<file path="config.mk">
export PLATFORM = sky130hd
export DESIGN_NAME = switch_debounce_toggle_flat
export DESIGN_NICKNAME = d
export VERILOG_FILES = /design/src/rtl/switch_debounce_toggle_pkg.sv /design/src/rtl/switch_debounce_toggle_if.sv /design/src/rtl/switch_debounce_toggle_debounce_filter.sv /design/src/rtl/switch_debounce_toggle.sv /design/src/flat_wrapper.sv
export SDC_FILE = /design/constraint.sdc
export NUM_CORES = 1
export LEC_CHECK = 0
export ABC_AREA = 1
export BUFFER_PORTS_ARGS = -buffer_cell sky130_fd_sc_hd__buf_2
export CAP_MARGIN = 20
export CORE_MARGIN = 2
export CORE_UTILIZATION = 60
export CTS_BUF_LIST = sky130_fd_sc_hd__clkbuf_16
export DETAILED_ROUTE_END_ITERATION = 7
export PLACE_DENSITY = 0.82
export SYNTH_ARGS = -nofsm -noshare
export SYNTH_HDL_FRONTEND = slang
export SYNTH_SLANG_ARGS = --single-unit
</file>
<file path="constraint.sdc">
create_clock -name i_Clk -period 4.18 [get_ports i_Clk]
set_input_delay 0.418 -clock i_Clk [delete_from_list [all_inputs] [get_ports i_Clk]]
set_output_delay 0.418 -clock i_Clk [all_outputs]
set_load 0.02 [all_outputs]
</file>
<file path="src/rtl/switch_debounce_toggle_pkg.sv">
// Shared types and constants for the switch debounce/toggle front end.
// Optional feature macro: SW_SYNC_EN (2-flop input synchronizer).
package switch_pkg;

   typedef enum logic [1:0] {LOW, RISE, HIGH, FALL} deb_state_t;

   localparam int DEFAULT_DEBOUNCE_CYCLES = 250000;

   // Debounced level implied by an FSM state: high once a press has qualified
   // and until a release has fully qualified.
   function automatic logic level_of(input deb_state_t st);
      return (st == HIGH) || (st == FALL);
   endfunction

endpackage

</file>
<file path="src/rtl/switch_debounce_toggle_if.sv">
// Switch pad / LED pad bundle for the debounce/toggle front end.
// master: drives the raw switch pins and observes the outputs (pad side).
// slave:  the debounce block itself.
interface switch_debounce_toggle_if #(
   parameter int NUM_SW = 4
);
   logic [NUM_SW-1:0] i_Switch;
   logic [NUM_SW-1:0] o_LED;
   logic [NUM_SW-1:0] o_Press_Pulse;
   logic [NUM_SW-1:0] o_Release_Pulse;
   logic [NUM_SW-1:0] o_Level;

   modport master (
      output i_Switch,
      input  o_LED,
      input  o_Press_Pulse,
      input  o_Release_Pulse,
      input  o_Level
   );

   modport slave (
      input  i_Switch,
      output o_LED,
      output o_Press_Pulse,
      output o_Release_Pulse,
      output o_Level
   );
endinterface

</file>
<file path="src/rtl/switch_debounce_toggle_debounce_filter.sv">
// Single-switch debounce filter: input sampling, LOW/RISE/HIGH/FALL FSM with
// qualification counter, registered level and one-cycle press/release pulses.
// Macro SW_SYNC_EN selects a 2-flop synchronizer instead of one input register.
module debounce_filter
   import switch_pkg::*;
#(
   parameter int DEBOUNCE_CYCLES = DEFAULT_DEBOUNCE_CYCLES
) (
   input  logic clk,
   input  logic rst,
   input  logic sw_raw,
   output logic level,
   output logic press_pulse,
   output logic release_pulse,
   output logic release_strobe
);

   localparam int CNT_W = $clog2(DEBOUNCE_CYCLES);
   localparam logic [CNT_W-1:0] TERMINAL = CNT_W'(DEBOUNCE_CYCLES - 1);

   logic             s;
   deb_state_t       state, state_nxt;
   logic [CNT_W-1:0] cnt, cnt_nxt;
   logic             press_nxt, release_nxt;

`ifdef SW_SYNC_EN
   logic sync_meta, sync_s;

   // Two-stage synchronizer for the asynchronous switch pin.
   always_ff @(posedge clk or posedge rst) begin
      if (rst) begin
         sync_meta <= 1'b0;
         sync_s    <= 1'b0;
      end else begin
         sync_meta <= sw_raw;
         sync_s    <= sync_meta;
      end
   end

   assign s = sync_s;
`else
   logic sample_s;

   // Single input register on the switch pin.
   always_ff @(posedge clk or posedge rst) begin
      if (rst) sample_s <= 1'b0;
      else     sample_s <= sw_raw;
   end

   assign s = sample_s;
`endif

   // State, counter, level and pulse registers.
   always_ff @(posedge clk or posedge rst) begin
      if (rst) begin
         state         <= LOW;
         cnt           <= '0;
         level         <= 1'b0;
         press_pulse   <= 1'b0;
         release_pulse <= 1'b0;
      end else begin
         state         <= state_nxt;
         cnt           <= cnt_nxt;
         level         <= level_of(state_nxt);
         press_pulse   <= press_nxt;
         release_pulse <= release_nxt;
      end
   end

   // Next-state, counter update and pulse decode; every terminal count leaves
   // the qualifying state, so the counter cannot wrap.
   always_comb begin
      state_nxt   = state;
      cnt_nxt     = cnt;
      press_nxt   = 1'b0;
      release_nxt = 1'b0;
      case (state)
         LOW: begin
            if (s) begin
               state_nxt = RISE;
               cnt_nxt   = CNT_W'(1);
            end else begin
               cnt_nxt   = '0;
            end
         end
         RISE: begin
            if (!s) begin
               state_nxt = LOW;
               cnt_nxt   = '0;
            end else if (cnt == TERMINAL) begin
               state_nxt = HIGH;
               cnt_nxt   = '0;
               press_nxt = 1'b1;
            end else begin
               cnt_nxt   = cnt + 1'b1;
            end
         end
         HIGH: begin
            if (!s) begin
               state_nxt = FALL;
               cnt_nxt   = CNT_W'(1);
            end
         end
         FALL: begin
            if (s) begin
               state_nxt   = HIGH;
               cnt_nxt     = '0;
            end else if (cnt == TERMINAL) begin
               state_nxt   = LOW;
               cnt_nxt     = '0;
               release_nxt = 1'b1;
            end else begin
               cnt_nxt     = cnt + 1'b1;
            end
         end
         default: begin
            state_nxt = LOW;
            cnt_nxt   = '0;
         end
      endcase
   end

   // Unregistered copy of the release decision so the LED register can flip
   // in the same cycle the registered release pulse appears.
   assign release_strobe = release_nxt;

endmodule

</file>
<file path="src/rtl/switch_debounce_toggle.sv">
// Go-board push-switch front end: per-switch debounce filters plus LED toggle
// registers that flip on every debounced release.
// Macro SW_SYNC_EN enables the 2-flop input synchronizer in each filter.
module switch_debounce_toggle
   import switch_pkg::*;
#(
   parameter int NUM_SW          = 4,
   parameter int DEBOUNCE_CYCLES = DEFAULT_DEBOUNCE_CYCLES
) (
   input  logic                     i_Clk,
   input  logic                     i_Rst,
   switch_debounce_toggle_if.slave  sw
);

   logic [NUM_SW-1:0] level;
   logic [NUM_SW-1:0] press_pulse;
   logic [NUM_SW-1:0] release_pulse;
   logic [NUM_SW-1:0] release_strobe;
   logic [NUM_SW-1:0] led;

   for (genvar k = 0; k < NUM_SW; k++) begin : g_sw
      debounce_filter #(
         .DEBOUNCE_CYCLES(DEBOUNCE_CYCLES)
      ) u_filter (
         .clk           (i_Clk),
         .rst           (i_Rst),
         .sw_raw        (sw.i_Switch[k]),
         .level         (level[k]),
         .press_pulse   (press_pulse[k]),
         .release_pulse (release_pulse[k]),
         .release_strobe(release_strobe[k])
      );
   end

   // LED toggle state: flips on each qualified release, never on a press.
   always_ff @(posedge i_Clk or posedge i_Rst) begin
      if (i_Rst) led <= '0;
      else       led <= led ^ release_strobe;
   end

   assign sw.o_LED           = led;
   assign sw.o_Press_Pulse   = press_pulse;
   assign sw.o_Release_Pulse = release_pulse;
   assign sw.o_Level         = level;

endmodule

</file>
<file path="src/flat_wrapper.sv">
// flat-port wrapper written by rule: the top's interface ports become plain ports
module switch_debounce_toggle_flat import switch_pkg::*;
#(
   parameter int NUM_SW          = 4,
   parameter int DEBOUNCE_CYCLES = DEFAULT_DEBOUNCE_CYCLES
)
  (i_Clk, i_Rst, sw_i_Switch, sw_o_LED, sw_o_Press_Pulse, sw_o_Release_Pulse, sw_o_Level);
  switch_debounce_toggle_if #(.NUM_SW(NUM_SW)) sw_i ();
  input  logic i_Clk;
  input  logic i_Rst;
  input wire logic [$bits(sw_i.i_Switch)-1:0] sw_i_Switch;
  output wire logic [$bits(sw_i.o_LED)-1:0] sw_o_LED;
  output wire logic [$bits(sw_i.o_Press_Pulse)-1:0] sw_o_Press_Pulse;
  output wire logic [$bits(sw_i.o_Release_Pulse)-1:0] sw_o_Release_Pulse;
  output wire logic [$bits(sw_i.o_Level)-1:0] sw_o_Level;
  assign sw_i.i_Switch = sw_i_Switch;
  assign sw_o_LED = sw_i.o_LED;
  assign sw_o_Press_Pulse = sw_i.o_Press_Pulse;
  assign sw_o_Release_Pulse = sw_i.o_Release_Pulse;
  assign sw_o_Level = sw_i.o_Level;
  switch_debounce_toggle #(.NUM_SW(NUM_SW), .DEBOUNCE_CYCLES(DEBOUNCE_CYCLES)) u_core (.i_Clk(i_Clk), .i_Rst(i_Rst), .sw(sw_i));
endmodule
</file>
==> qor.csv <==
metric,value,unit
status,"finished, final reports clean",
overflow,0,
hold_path_class,input pin to register,
fillers,740,
synth_cell_types,34,
start_kind,register,
drive_gt1_share,12.0,%
wl_per_cell,12.9,um
synth_seq_area_share,44.6,%
core.rowCount,35,
grt_pass1_wl,19100,um
vias,4481,
core-area,9150,sq um
hold_viol_final,0,
io_buffers,21,
synth-compound-area-share,7.56,%
chipHeight,101,um
max_slew_margin,38.4,%
synth_fp_nets,721,
cts_sinks,100,
cts_htree_levels,3,
synth.avg_cell_area,7.90,sq um
max_stage_delay,0.39,ns
final.setup.tns,0,ns
power_leakage,2.80,nW
synth_top_family_by_area,simple AND/OR/NAND/NOR gates,
cp-end-kind,register,
ir_drop,178,uV
syn_area,5610,sq um
synth_cells,711,
combPwrFrac,3.1,%
ys_ff_latch,100,
rsz0062_at_grt,no,
clk_pin_slew,0.07,ns
placed_area,5730,sq um
wl,10900,um
worst-path-buf-inv,1,
p_sw_share,20.8,%
start_util,61.3,%
cts_setup_buffers,0,
worst-setup-path-type,register to register,
p_seq_share,51.8,%
hpwlAfterDp,7790,um
worstSkewPairLatency,0.34,ns
routabilityCongestion,0.916,
clock_power_share,45.1,%
power.internal,0.00151,W
tritoncts,yes,
area_growth,7.51,%
cts_buffers,9,
fmax,554,MHz
yosys.area_share.simple,30.8,%
tightest_slew,0.919,ns
cts_root_buf,clkbuf_16,
power_density,315,nW/um^2
antenna_found_initial,0,
diodes,0,
dieArea,10100,sq um
finalSetupViolCount,0,
dr.first_iter.drc_count,205,
synthAdderAreaFrac,0.891,%
hold_buffers,0,
path_max_fanout,13,
drc_errors,0,
ant_nets,0,
first_pass_iters,5,
grt_max_degree,65,
maxCapViolCount,0,
p_switching,0.000396,W
crit_family,simple AND/OR/NAND/NOR gates,
die_w,101,um
crit_cells,8,
clockBufferDepth,2,
synth-xor-area-share,6.55,%
fin_ws,2.37,ns
finalHoldWorstSlack,0.180,ns
muxShareOfSynthArea,0,%
finalCritPeriodShare,43.2,%
slew_viol_final,0,
place_ws,2.40,ns
nNetsFinal,736,
min_period,1.81,ns
path_common_cell,nand2_1,
grt_pass1_vias,4344,
vias_per_cell,5.32,
io_pins,22,
fin_skew,0.00597,ns
slowest_stage,dfrtp_1,
globalRouteTotalUtil,23.4,%
required,4.41,ns
r2r_cells,8,
arrival,2.04,ns
final_area,6040,sq um
yosys_warnings,0,
crit_chain,ha_1 -> nand3_2 -> nor2_1 -> nand2_1 -> nand2_1 -> inv_1 -> nand3_1 -> nand2_1,
cts_resized,0,
whs_path_depth,1,
## layout make-up
type	count	area [sq um]	share of cell area, %
inverter	102	387	6.41
clock inverter	7	83.8	1.39
tap	111	139	2.30
multi-input combinational	489	2570	42.6
sequential	100	2500	41.5
clock buffer	9	225	3.73
timing repair buffer	24	128	2.11
## registers in the layout (all words and copies together), names as in the netlist
name and count:
u_core.g_sw.u_filter.state 8, u_core.sw.o_LED 4, u_core.g_sw.u_filter.s 4, u_core.g_sw.u_filter.cnt 72, u_core.g_sw.u_filter.release_pulse 4, u_core.g_sw.u_filter.level 4
u_core.g_sw.u_filter.press_pulse 4
## worst paths after layout
kind	startpoint	to	slack [ns]
worst max register to register	u_core.g_sw[2].u_filter.cnt[0]	u_core.g_sw[2].u_filter.cnt[14]	2.37
worst max-delay path	u_core.g_sw[2].u_filter.cnt[0]	u_core.g_sw[2].u_filter.cnt[14]	2.37
min in group asynchronous	i_Rst	u_core.g_sw[2].u_filter.press_pulse	0.23
worst min register to register	u_core.g_sw[1].u_filter.state[1]	u_core.g_sw[1].u_filter.press_pulse	0.47
worst min-delay path	sw_i_Switch[2]	u_core.g_sw[2].u_filter.s	0.18
max in group asynchronous	i_Rst	u_core.g_sw[1].u_filter.cnt[12]	2.98
## cell families after synthesis
group / count (synthesis)
AOI/OAI and AO/OA: 67
xor gates and xnor gates: 42
adders and majority gates: 4
buffers and inverters: 122
DFF: 100
and+or+nand+nor: 376
## routing by layer
layer / global-route usage, % / vias up / wire, um
met4: 7.80 / 0 / 174
met3: 5.27 / 17 / 317
met1: 28.4 / 2114 / 4810
met2: 41.3 / 82 / 5570
met5: 0 / - / 0
li1: - / 2268 / -
## Yosys cell counts
| master | number | area (sq um) |
|---|---|---|
| nand2_1 | 188 | 706 |
| dfrtp_1 | 100 | 2500 |
| inv_1 | 95 | 357 |
| nor2_1 | 64 | 240 |
| nand3_1 | 58 | 290 |
| xor2_1 | 34 | 298 |
| o22ai_1 | 17 | 106 |
| o21ai_0 | 15 | 75.1 |
| o21ai_1 | 15 | 75.1 |
| buf_4 | 14 | 105 |
| nand4_1 | 13 | 81.3 |
| nor3_1 | 11 | 55.1 |
| nor2_4 | 10 | 113 |
| nand2_2 | 9 | 56.3 |
| a21oi_1 | 8 | 40.0 |
| xnor2_1 | 8 | 70.1 |
| nand3b_1 | 7 | 52.6 |
| nor2_2 | 7 | 43.8 |
| inv_2 | 6 | 22.5 |
| o21ai_2 | 5 | 43.8 |
| buf_2 | 4 | 20.0 |
| ha_1 | 4 | 50.1 |
| o22ai_2 | 4 | 50.1 |
| nand3_2 | 3 | 30.0 |
| nor3_2 | 2 | 20.0 |
| nor4_1 | 2 | 12.5 |
| a21boi_0 | 1 | 7.51 |
| buf_12 | 1 | 20.0 |
| buf_6 | 1 | 11.3 |
| clkinv_2 | 1 | 5.00 |
| nand2_4 | 1 | 11.3 |
| nand3_4 | 1 | 17.5 |
| o21bai_1 | 1 | 7.51 |
| o21bai_4 | 1 | 18.8 |
## power groups by stage
stage	Clock (W)	Sequential (W)	Combinational [W]
floorplan	0	0.00100	0.0000481
global placement	0	0.00100	0.0000588
detailed placement	0	0.00100	0.0000605
CTS	0.000873	0.000987	0.0000612
global route	0.000919	0.000987	0.0000695
finish	0.000858	0.000987	0.0000592
## metrics by stage
stage | total power (W) | cells | util [%]
6_report | 0.00190 | 842 | 65.9
5_1_grt | 0.00198 | 842 | 65.9
4_1_cts | 0.00192 | 842 | 65.9
3_5_place_dp | 0.00107 | 826 | 62.6
3_3_place_gp | 0.00106 | 826 | 62.6
2_1_floorplan | 0.00105 | 711 | -
## cells in the final DEF (no fill, tap or decap), types with 5 or more instances in the layout
cell type  netlist  final
dfrtp_1        100    100
nand3b_1         7      7
nand3_1         58     58
o21ai_1         15     15
a21oi_1          8      8
nor2_4          10     10
o21ai_0         15     15
nand4_1         13     13
nor2_1          64     64
nand2_1        188    188
inv_2            6      6
nor3_1          11     11
nor2_2           7      7
clkbuf_16        0      9
inv_1           95     96
xor2_1          34     34
xnor2_1          8      8
o21ai_2          5      5
nand2_2          9      9
buf_2            4     21
o22ai_1         17     17
(Power assumes the default switching activity.)
